[src/rtl/dmem_pkg.sv]
// rtl/dmem_pkg.sv - shared encodings and types for the data-memory responder
package dmem_pkg;

    localparam logic [2:0] F3_B  = 3'b000;
    localparam logic [2:0] F3_H  = 3'b001;
    localparam logic [2:0] F3_W  = 3'b010;
    localparam logic [2:0] F3_BU = 3'b100;
    localparam logic [2:0] F3_HU = 3'b101;

    localparam int DMEM_ADDR_W = 9;

    typedef logic [3:0] dmem_be_t;

    typedef enum logic [1:0] {
        ST_IDLE,
        ST_WAIT,
        ST_RESP
    } dmem_state_t;

    function automatic logic f3_legal(input logic [2:0] f3);
        return (f3 == F3_B) || (f3 == F3_H) || (f3 == F3_W) ||
               (f3 == F3_BU) || (f3 == F3_HU);
    endfunction

endpackage

[src/rtl/dmem_responder_if.sv]
// rtl/dmem_responder_if.sv - core load/store port bundle between core (master) and memory (slave)
interface dmem_responder_if
    import dmem_pkg::*;
#(
    parameter int DATA_W = 32,
    parameter int ADDR_W = DMEM_ADDR_W
);
    logic              wr;
    logic              rd;
    logic [ADDR_W-1:0] addr;
    logic [DATA_W-1:0] wr_data;
    logic [2:0]        funct3;
    logic              ready;
    logic              resp_valid;
    logic [DATA_W-1:0] rd_data;
    logic              err;

    modport master (
        output wr, rd, addr, wr_data, funct3,
        input  ready, resp_valid, rd_data, err
    );

    modport slave (
        input  wr, rd, addr, wr_data, funct3,
        output ready, resp_valid, rd_data, err
    );
endinterface

[src/rtl/dmem_lane_align.sv]
// rtl/dmem_lane_align.sv - byte-lane steering, load extension and access legality checks
module dmem_lane_align
    import dmem_pkg::*;
(
    input  logic        wr,
    input  logic        rd,
    input  logic [2:0]  funct3,
    input  logic [1:0]  addr_lo,
    input  logic [31:0] wr_data,
    input  logic [31:0] rd_word,
    output dmem_be_t    st_be,
    output logic [31:0] st_data,
    output logic [31:0] ld_data,
    output logic        acc_err
);
    logic     misalign;
    logic     fmt_err;
    dmem_be_t be_raw;
    logic [7:0]  ld_byte;
    logic [15:0] ld_half;

    always_comb begin
        misalign = 1'b0;
        be_raw   = '0;
        st_data  = '0;
        ld_data  = '0;
        ld_byte  = rd_word[{addr_lo, 3'b000} +: 8];
        ld_half  = rd_word[{addr_lo[1], 4'b0000} +: 16];
        case (funct3)
            F3_B, F3_BU: begin
                be_raw  = 4'b0001 << addr_lo;
                st_data = {4{wr_data[7:0]}};
                ld_data = (funct3 == F3_B) ? {{24{ld_byte[7]}}, ld_byte} : {24'b0, ld_byte};
            end
            F3_H, F3_HU: begin
                misalign = addr_lo[0];
                be_raw   = addr_lo[1] ? 4'b1100 : 4'b0011;
                st_data  = {2{wr_data[15:0]}};
                ld_data  = (funct3 == F3_H) ? {{16{ld_half[15]}}, ld_half} : {16'b0, ld_half};
            end
            F3_W: begin
                misalign = (addr_lo != 2'b00);
                be_raw   = 4'b1111;
                st_data  = wr_data;
                ld_data  = rd_word;
            end
            default: ;
        endcase
        // Unsigned sizes have no store meaning, so they are rejected for stores.
        fmt_err = misalign | ~f3_legal(funct3) | (wr & ((funct3 == F3_BU) | (funct3 == F3_HU)));
        st_be   = (wr && !fmt_err) ? be_raw : '0;
        if (fmt_err) begin
            ld_data = '0;
        end
        acc_err = fmt_err | (wr & rd);
    end
endmodule

[src/rtl/dmem_responder.sv]
// rtl/dmem_responder.sv - data-memory responder for the core load/store port; DMEM_WAIT_STATES_EN adds wait states
module dmem_responder
    import dmem_pkg::*;
#(
    parameter int DATA_W      = 32,
    parameter int ADDR_W      = DMEM_ADDR_W,
    parameter int WAIT_CYCLES = 2
) (
    input logic             clk,
    input logic             reset,
    dmem_responder_if.slave bus
);
    localparam int DEPTH = 2 ** (ADDR_W - 2);

    logic [DATA_W-1:0] mem [DEPTH];

    logic              accept;
    logic              ld_upd;
    dmem_be_t          st_be;
    logic [DATA_W-1:0] st_data;
    logic [DATA_W-1:0] ld_data;
    logic [DATA_W-1:0] rd_word;
    logic              acc_err;
    logic [ADDR_W-3:0] word_idx;

    dmem_state_t       state_q, state_d;
    logic              resp_valid_q, resp_valid_d;
    logic              err_q, err_d;
    logic [DATA_W-1:0] rd_data_q, rd_data_d;

`ifdef DMEM_WAIT_STATES_EN
    localparam logic [3:0] WAIT_LAST = 4'(WAIT_CYCLES - 1);
    logic [3:0]        cnt_q, cnt_d;
    logic              pend_err_q, pend_err_d;
    logic              pend_ld_q, pend_ld_d;
    logic [DATA_W-1:0] pend_data_q, pend_data_d;

    assign bus.ready = (state_q != ST_WAIT);
`else
    logic [3:0] unused_wait_cycles;
    assign unused_wait_cycles = 4'(WAIT_CYCLES);
    assign bus.ready = 1'b1;
`endif

    assign word_idx = bus.addr[ADDR_W-1:2];
    assign rd_word  = mem[word_idx];
    assign accept   = bus.ready & (bus.wr | bus.rd);
    // A simultaneous store wins; the load half of the request is dropped.
    assign ld_upd   = bus.rd & ~bus.wr;

    dmem_lane_align u_align (
        .wr      (bus.wr),
        .rd      (bus.rd),
        .funct3  (bus.funct3),
        .addr_lo (bus.addr[1:0]),
        .wr_data (bus.wr_data),
        .rd_word (rd_word),
        .st_be   (st_be),
        .st_data (st_data),
        .ld_data (ld_data),
        .acc_err (acc_err)
    );

    always_ff @(posedge clk) begin
        if (accept) begin
            for (int i = 0; i < 4; i++) begin
                if (st_be[i]) begin
                    mem[word_idx][8*i +: 8] <= st_data[8*i +: 8];
                end
            end
        end
    end

    always_comb begin
        state_d      = state_q;
        resp_valid_d = 1'b0;
        err_d        = 1'b0;
        rd_data_d    = rd_data_q;
`ifdef DMEM_WAIT_STATES_EN
        cnt_d        = cnt_q;
        pend_err_d   = pend_err_q;
        pend_ld_d    = pend_ld_q;
        pend_data_d  = pend_data_q;
`endif
        case (state_q)
            ST_IDLE, ST_RESP: begin
                if (accept) begin
`ifdef DMEM_WAIT_STATES_EN
                    state_d     = ST_WAIT;
                    cnt_d       = '0;
                    pend_err_d  = acc_err;
                    pend_ld_d   = ld_upd;
                    pend_data_d = ld_data;
`else
                    state_d      = ST_RESP;
                    resp_valid_d = 1'b1;
                    err_d        = acc_err;
                    if (ld_upd) begin
                        rd_data_d = ld_data;
                    end
`endif
                end else begin
                    state_d = ST_IDLE;
                end
            end
`ifdef DMEM_WAIT_STATES_EN
            ST_WAIT: begin
                if (cnt_q == WAIT_LAST) begin
                    state_d      = ST_RESP;
                    resp_valid_d = 1'b1;
                    err_d        = pend_err_q;
                    if (pend_ld_q) begin
                        rd_data_d = pend_data_q;
                    end
                end else begin
                    cnt_d = cnt_q + 4'd1;
                end
            end
`endif
            default: state_d = ST_IDLE;
        endcase
    end

    always_ff @(posedge clk or negedge reset) begin
        if (!reset) begin
            state_q      <= ST_IDLE;
            resp_valid_q <= 1'b0;
            err_q        <= 1'b0;
            rd_data_q    <= '0;
`ifdef DMEM_WAIT_STATES_EN
            cnt_q        <= '0;
            pend_err_q   <= 1'b0;
            pend_ld_q    <= 1'b0;
            pend_data_q  <= '0;
`endif
        end else begin
            state_q      <= state_d;
            resp_valid_q <= resp_valid_d;
            err_q        <= err_d;
            rd_data_q    <= rd_data_d;
`ifdef DMEM_WAIT_STATES_EN
            cnt_q        <= cnt_d;
            pend_err_q   <= pend_err_d;
            pend_ld_q    <= pend_ld_d;
            pend_data_q  <= pend_data_d;
`endif
        end
    end

    assign bus.resp_valid = resp_valid_q;
    assign bus.err        = err_q;
    assign bus.rd_data    = rd_data_q;
endmodule

[src/flat_wrapper.sv]
// flat-port wrapper written by rule: the top's interface ports become plain ports
module dmem_responder_flat import dmem_pkg::*;
#(
    parameter int DATA_W      = 32,
    parameter int ADDR_W      = DMEM_ADDR_W,
    parameter int WAIT_CYCLES = 2
)
  (clk, reset, bus_wr, bus_rd, bus_addr, bus_wr_data, bus_funct3, bus_ready, bus_resp_valid, bus_rd_data, bus_err);
  dmem_responder_if #(.DATA_W(DATA_W), .ADDR_W(ADDR_W)) bus_i ();
  input logic clk;
  input logic reset;
  input wire logic [$bits(bus_i.wr)-1:0] bus_wr;
  input wire logic [$bits(bus_i.rd)-1:0] bus_rd;
  input wire logic [$bits(bus_i.addr)-1:0] bus_addr;
  input wire logic [$bits(bus_i.wr_data)-1:0] bus_wr_data;
  input wire logic [$bits(bus_i.funct3)-1:0] bus_funct3;
  output wire logic [$bits(bus_i.ready)-1:0] bus_ready;
  output wire logic [$bits(bus_i.resp_valid)-1:0] bus_resp_valid;
  output wire logic [$bits(bus_i.rd_data)-1:0] bus_rd_data;
  output wire logic [$bits(bus_i.err)-1:0] bus_err;
  assign bus_i.wr = bus_wr;
  assign bus_i.rd = bus_rd;
  assign bus_i.addr = bus_addr;
  assign bus_i.wr_data = bus_wr_data;
  assign bus_i.funct3 = bus_funct3;
  assign bus_ready = bus_i.ready;
  assign bus_resp_valid = bus_i.resp_valid;
  assign bus_rd_data = bus_i.rd_data;
  assign bus_err = bus_i.err;
  dmem_responder #(.DATA_W(DATA_W), .ADDR_W(ADDR_W), .WAIT_CYCLES(WAIT_CYCLES)) u_core (.clk(clk), .reset(reset), .bus(bus_i));
endmodule
[config.mk]
export PLATFORM = sky130hd
export DESIGN_NAME = dmem_responder_flat
export DESIGN_NICKNAME = d
export VERILOG_FILES = /design/src/rtl/dmem_pkg.sv /design/src/rtl/dmem_responder_if.sv /design/src/rtl/dmem_lane_align.sv /design/src/rtl/dmem_responder.sv /design/src/flat_wrapper.sv
export SDC_FILE = /design/constraint.sdc
export NUM_CORES = 2
export LEC_CHECK = 0
export CAP_MARGIN = 25
export CORE_AREA = 2 2 809 811
export CTS_BUF_LIST = sky130_fd_sc_hd__clkbuf_8 sky130_fd_sc_hd__clkbuf_16
export DETAILED_ROUTE_END_ITERATION = 12
export DIE_AREA = 0 0 811 813
export GPL_ROUTABILITY_DRIVEN = 0
export PLACE_DENSITY = 0.38
export SYNTH_ARGS = -nofsm -noshare
export SYNTH_HDL_FRONTEND = slang
export SYNTH_SLANG_ARGS = --single-unit
[constraint.sdc]
create_clock -name clk -period 2.85 [get_ports clk]
set_input_delay 0.4275 -clock clk [delete_from_list [all_inputs] [get_ports clk]]
set_output_delay 0.4275 -clock clk [all_outputs]
set_load 0.05 [all_outputs]
==> reports/metrics.yaml <==
worst_pin_slew_ns: 1.23
cts_root_buffer: "clkbuf_16"
synth_cells: 9257
clk_pin_slew_ns: 0.06
crit_required_ns: 3.81
violations: "negative setup slack"
area_growth_pct: 33.1
rsz0062_at_grt: "true"
critPathKind: "input port to flop"
comb_power_share: 0.088
hpwl_mm: 582
drive_above_1_share: 0.350
grt_pass1_wl_mm: 1030
irDropWorstVdd_uv: 553
worstSkewPairLatency_ns: 1.08
placeableCoreArea_um2: 651000
ant_nets: 0
netlist.area_leader.share: 0.757
grt_max_degree: 79
finalCritPeriodShare: 1.34
num-fill-cells: 62500
synth.distinct_cells: 94
synth_seq_cells: 4130
hold_path.class: "input port to flop"
port_buffers: 81
crit_path_end_kind: "flop"
grt_usage: 0.234
cts_sinks: 4130
ys.flop_type: "edfxtp_1"
initialDrtViolationCount: 13900
layout.cells.non_filler: 20600
p_leak_nw: 67.5
drt_first_pass_iters: 6
hold_viol: 0
finalClockSkew_ns: 0.0797
worst_setup_path_start_kind: "input port"
period_minus_slack_ns: 3.82
grt_pass1_vias: 104000
critPathArrivalTime_ns: 4.78
power.share.sequential: 0.485
gr-total-overflow: 0
cts_tree: "yes"
die_w_um: 811
power.total_mw: 139
powerDensity_nw_per_um2: 642
antenna_found_initial: 73
final_cell_mix: "edfxtp_1, buf_4, buf_12, mux2i_1, clkbuf_16"
viasPerCell: 5.17
drv_slew: 0
routed_wl_mm: 796
dp_slack_ns: -2.81
cts_buffers: 455
post_drt_wl_per_cell_um: 38.7
slowest_stage: "nand4_1"
power.share.clock: 0.427
r2r_slack_ns: -0.80
cts_buffer_depth: 4
synthTopCellsByArea: "edfxtp_1, mux2i_1, mux4_2"
synth_area_um2: 162000
async_flop_share: 0.00823
p_int_mw: 105
synth_seq_area_share: 0.763
cp_max_fo: 28
outcome: "complete, but fails checks"
cp_slowest_stage_delay_ns: 0.73
fp.dieH_um: 813
nets: 11600
synthesis.nets: 9305
synth_edf_count: 4096
maxCapViolations: 0
sw_frac_of_total: 0.244
fmaxAchievable_mhz: 262
htree_levels: 5
ios: 83
drc_errors: 0
synth_area_per_cell_um2: 17.5
finalSetupViolations: 31
setup_ws_ns: -0.966
p_sw_mw: 33.9
post-place-cells: 19700
rows: 297
layout_commonest_cell: "edfxtp_1"
initial_core_util: 0.249
synth_top_area_cell: "edfxtp_1"
synth_warnings: 0
slew-limit-headroom: 0.167
vias: 106000
crit_chain: "buf_12 -> and2_4 -> buf_12 -> buf_4 -> a22oi_1 -> a21oi_1 -> o41ai_2 -> buf_4 -> nand4_1 -> buf_4 -> a221oi_4 -> buf_6 -> nand2_4 -> buf_12 -> a31oi_1"
die_area_um2: 659000
[final timing paths]
check,startpoint,endpoint,depth (start not counted)
min,bus_wr_data[17],u_core.mem[53][17]$_DFFE_PP_,3
max reg2reg,u_core.mem[72][15]$_DFFE_PP_,u_core.bus.rd_data[20]$_DFFE_PN0P_,12
min reg2reg,u_core.bus.rd_data[21]$_DFFE_PN0P_,u_core.bus.rd_data[21]$_DFFE_PN0P_,2
min in group asynchronous,reset,u_core.bus.rd_data[3]$_DFFE_PN0P_,3
max in group asynchronous,reset,u_core.bus.err$_DFF_PN0_,4
max,bus_addr[4],u_core.bus.rd_data[20]$_DFFE_PN0P_,15
[per-layer routing]
layer	GRT usage	routed length (um)	vias up
met1	0.320	338000	57500
met3	0.0439	61400	1101
li1	-	-	42400
met2	0.366	360000	5411
met4	0.0936	37100	22
met5	0	149	-
[what timing repair did]
item                       in CTS  in global routing
setup endpoints to repair      48                 32
buffers inserted               10                 14
gates cloned                    3                  0
pin swaps                      46                 37
hold endpoints to repair       39                  0
resized for setup             141                 87
hold buffers                    4                  0
[power groups by stage]
stage | Sequential, mW | Combinational (mW) | Clock, mW
4_1_cts | 67.3 | 12.0 | 60.1
3_5_place_dp | 68.6 | 11.8 | 0
3_3_place_gp | 68.6 | 11.7 | 0
2_1_floorplan | 68.8 | 4.17 | 0
5_1_grt | 67.3 | 12.5 | 62.3
6_report | 67.3 | 12.3 | 59.2
[synth_stat cells (15+ instances only)]
| library cell | n |
|---|---|
| dfrtp_1 | 34 |
| buf_2 | 236 |
| nor2_1 | 710 |
| inv_1 | 17 |
| o211ai_1 | 63 |
| o41ai_1 | 18 |
| nor2b_1 | 15 |
| buf_1 | 78 |
| nand3_1 | 52 |
| o21ai_0 | 204 |
| mux4_2 | 218 |
| clkbuf_1 | 236 |
| a31oi_1 | 53 |
| o22ai_1 | 57 |
| buf_4 | 76 |
| a221o_1 | 95 |
| nand2b_1 | 26 |
| o2111ai_1 | 18 |
| nand4_1 | 23 |
| a22o_1 | 68 |
| mux2_2 | 366 |
| a221oi_1 | 383 |
| a211oi_1 | 28 |
| a21oi_1 | 273 |
| nand2_1 | 424 |
| o2bb2ai_1 | 63 |
| o221ai_1 | 52 |
| buf_6 | 28 |
| a22oi_1 | 404 |
| a2111oi_0 | 15 |
| edfxtp_1 | 4096 |
| mux2i_1 | 520 |
[worst max-delay path: cells and delay by family]
kind / cells / cell delay (ns)
compound gates: 5 / 1.20
buf+inv: 7 / 1.69
simple gates: 3 / 1.17
[state kept, by name, summed over array words and instances, names as in the netlist]
| name | cells |
|---|---|
| u_core.bus.rd_data | 32 |
| u_core.state_q | 1 |
| u_core.bus.err | 1 |
| u_core.mem | 4096 |
[kinds of logic after synthesis]
group           count (synthesis)  synth area share
compound gates               1977            0.0916
xor+xnor                        1         0.0000539
fa+ha+maj                       1         0.0000616
buf+inv                       692            0.0224
flops                        4130             0.763
mux                          1111            0.0888
other cells                     1         0.0000231
simple gates                 1344            0.0345
[metrics by stage]
stage                     setup TNS [ns]  area, um^2  utilization  hold slack, ns
after floorplan                  -301.58      164000            -           0.132
after global placement          -2122.71      200000        0.307           0.570
after detailed placement        -1641.85      200000        0.307           0.583
after CTS                         -21.04      216000        0.331          0.0827
after global routing              -20.74      216000        0.332           0.147
final                             -24.31      216000        0.332           0.152
[layout make-up]
type | instances | area [um^2] | share of cell area
tap | 8671 | 10800 | 0.0502
multi-input combinational | 4435 | 37500 | 0.174
inverter | 21 | 104 | 0.000480
clock inverter | 373 | 3250 | 0.0150
antenna | 30 | 75.1 | 0.000347
clock buffer | 464 | 11600 | 0.0535
sequential | 4130 | 124000 | 0.573
timing repair buffer | 2469 | 29000 | 0.134
Power figures use the tool's default switching activity.
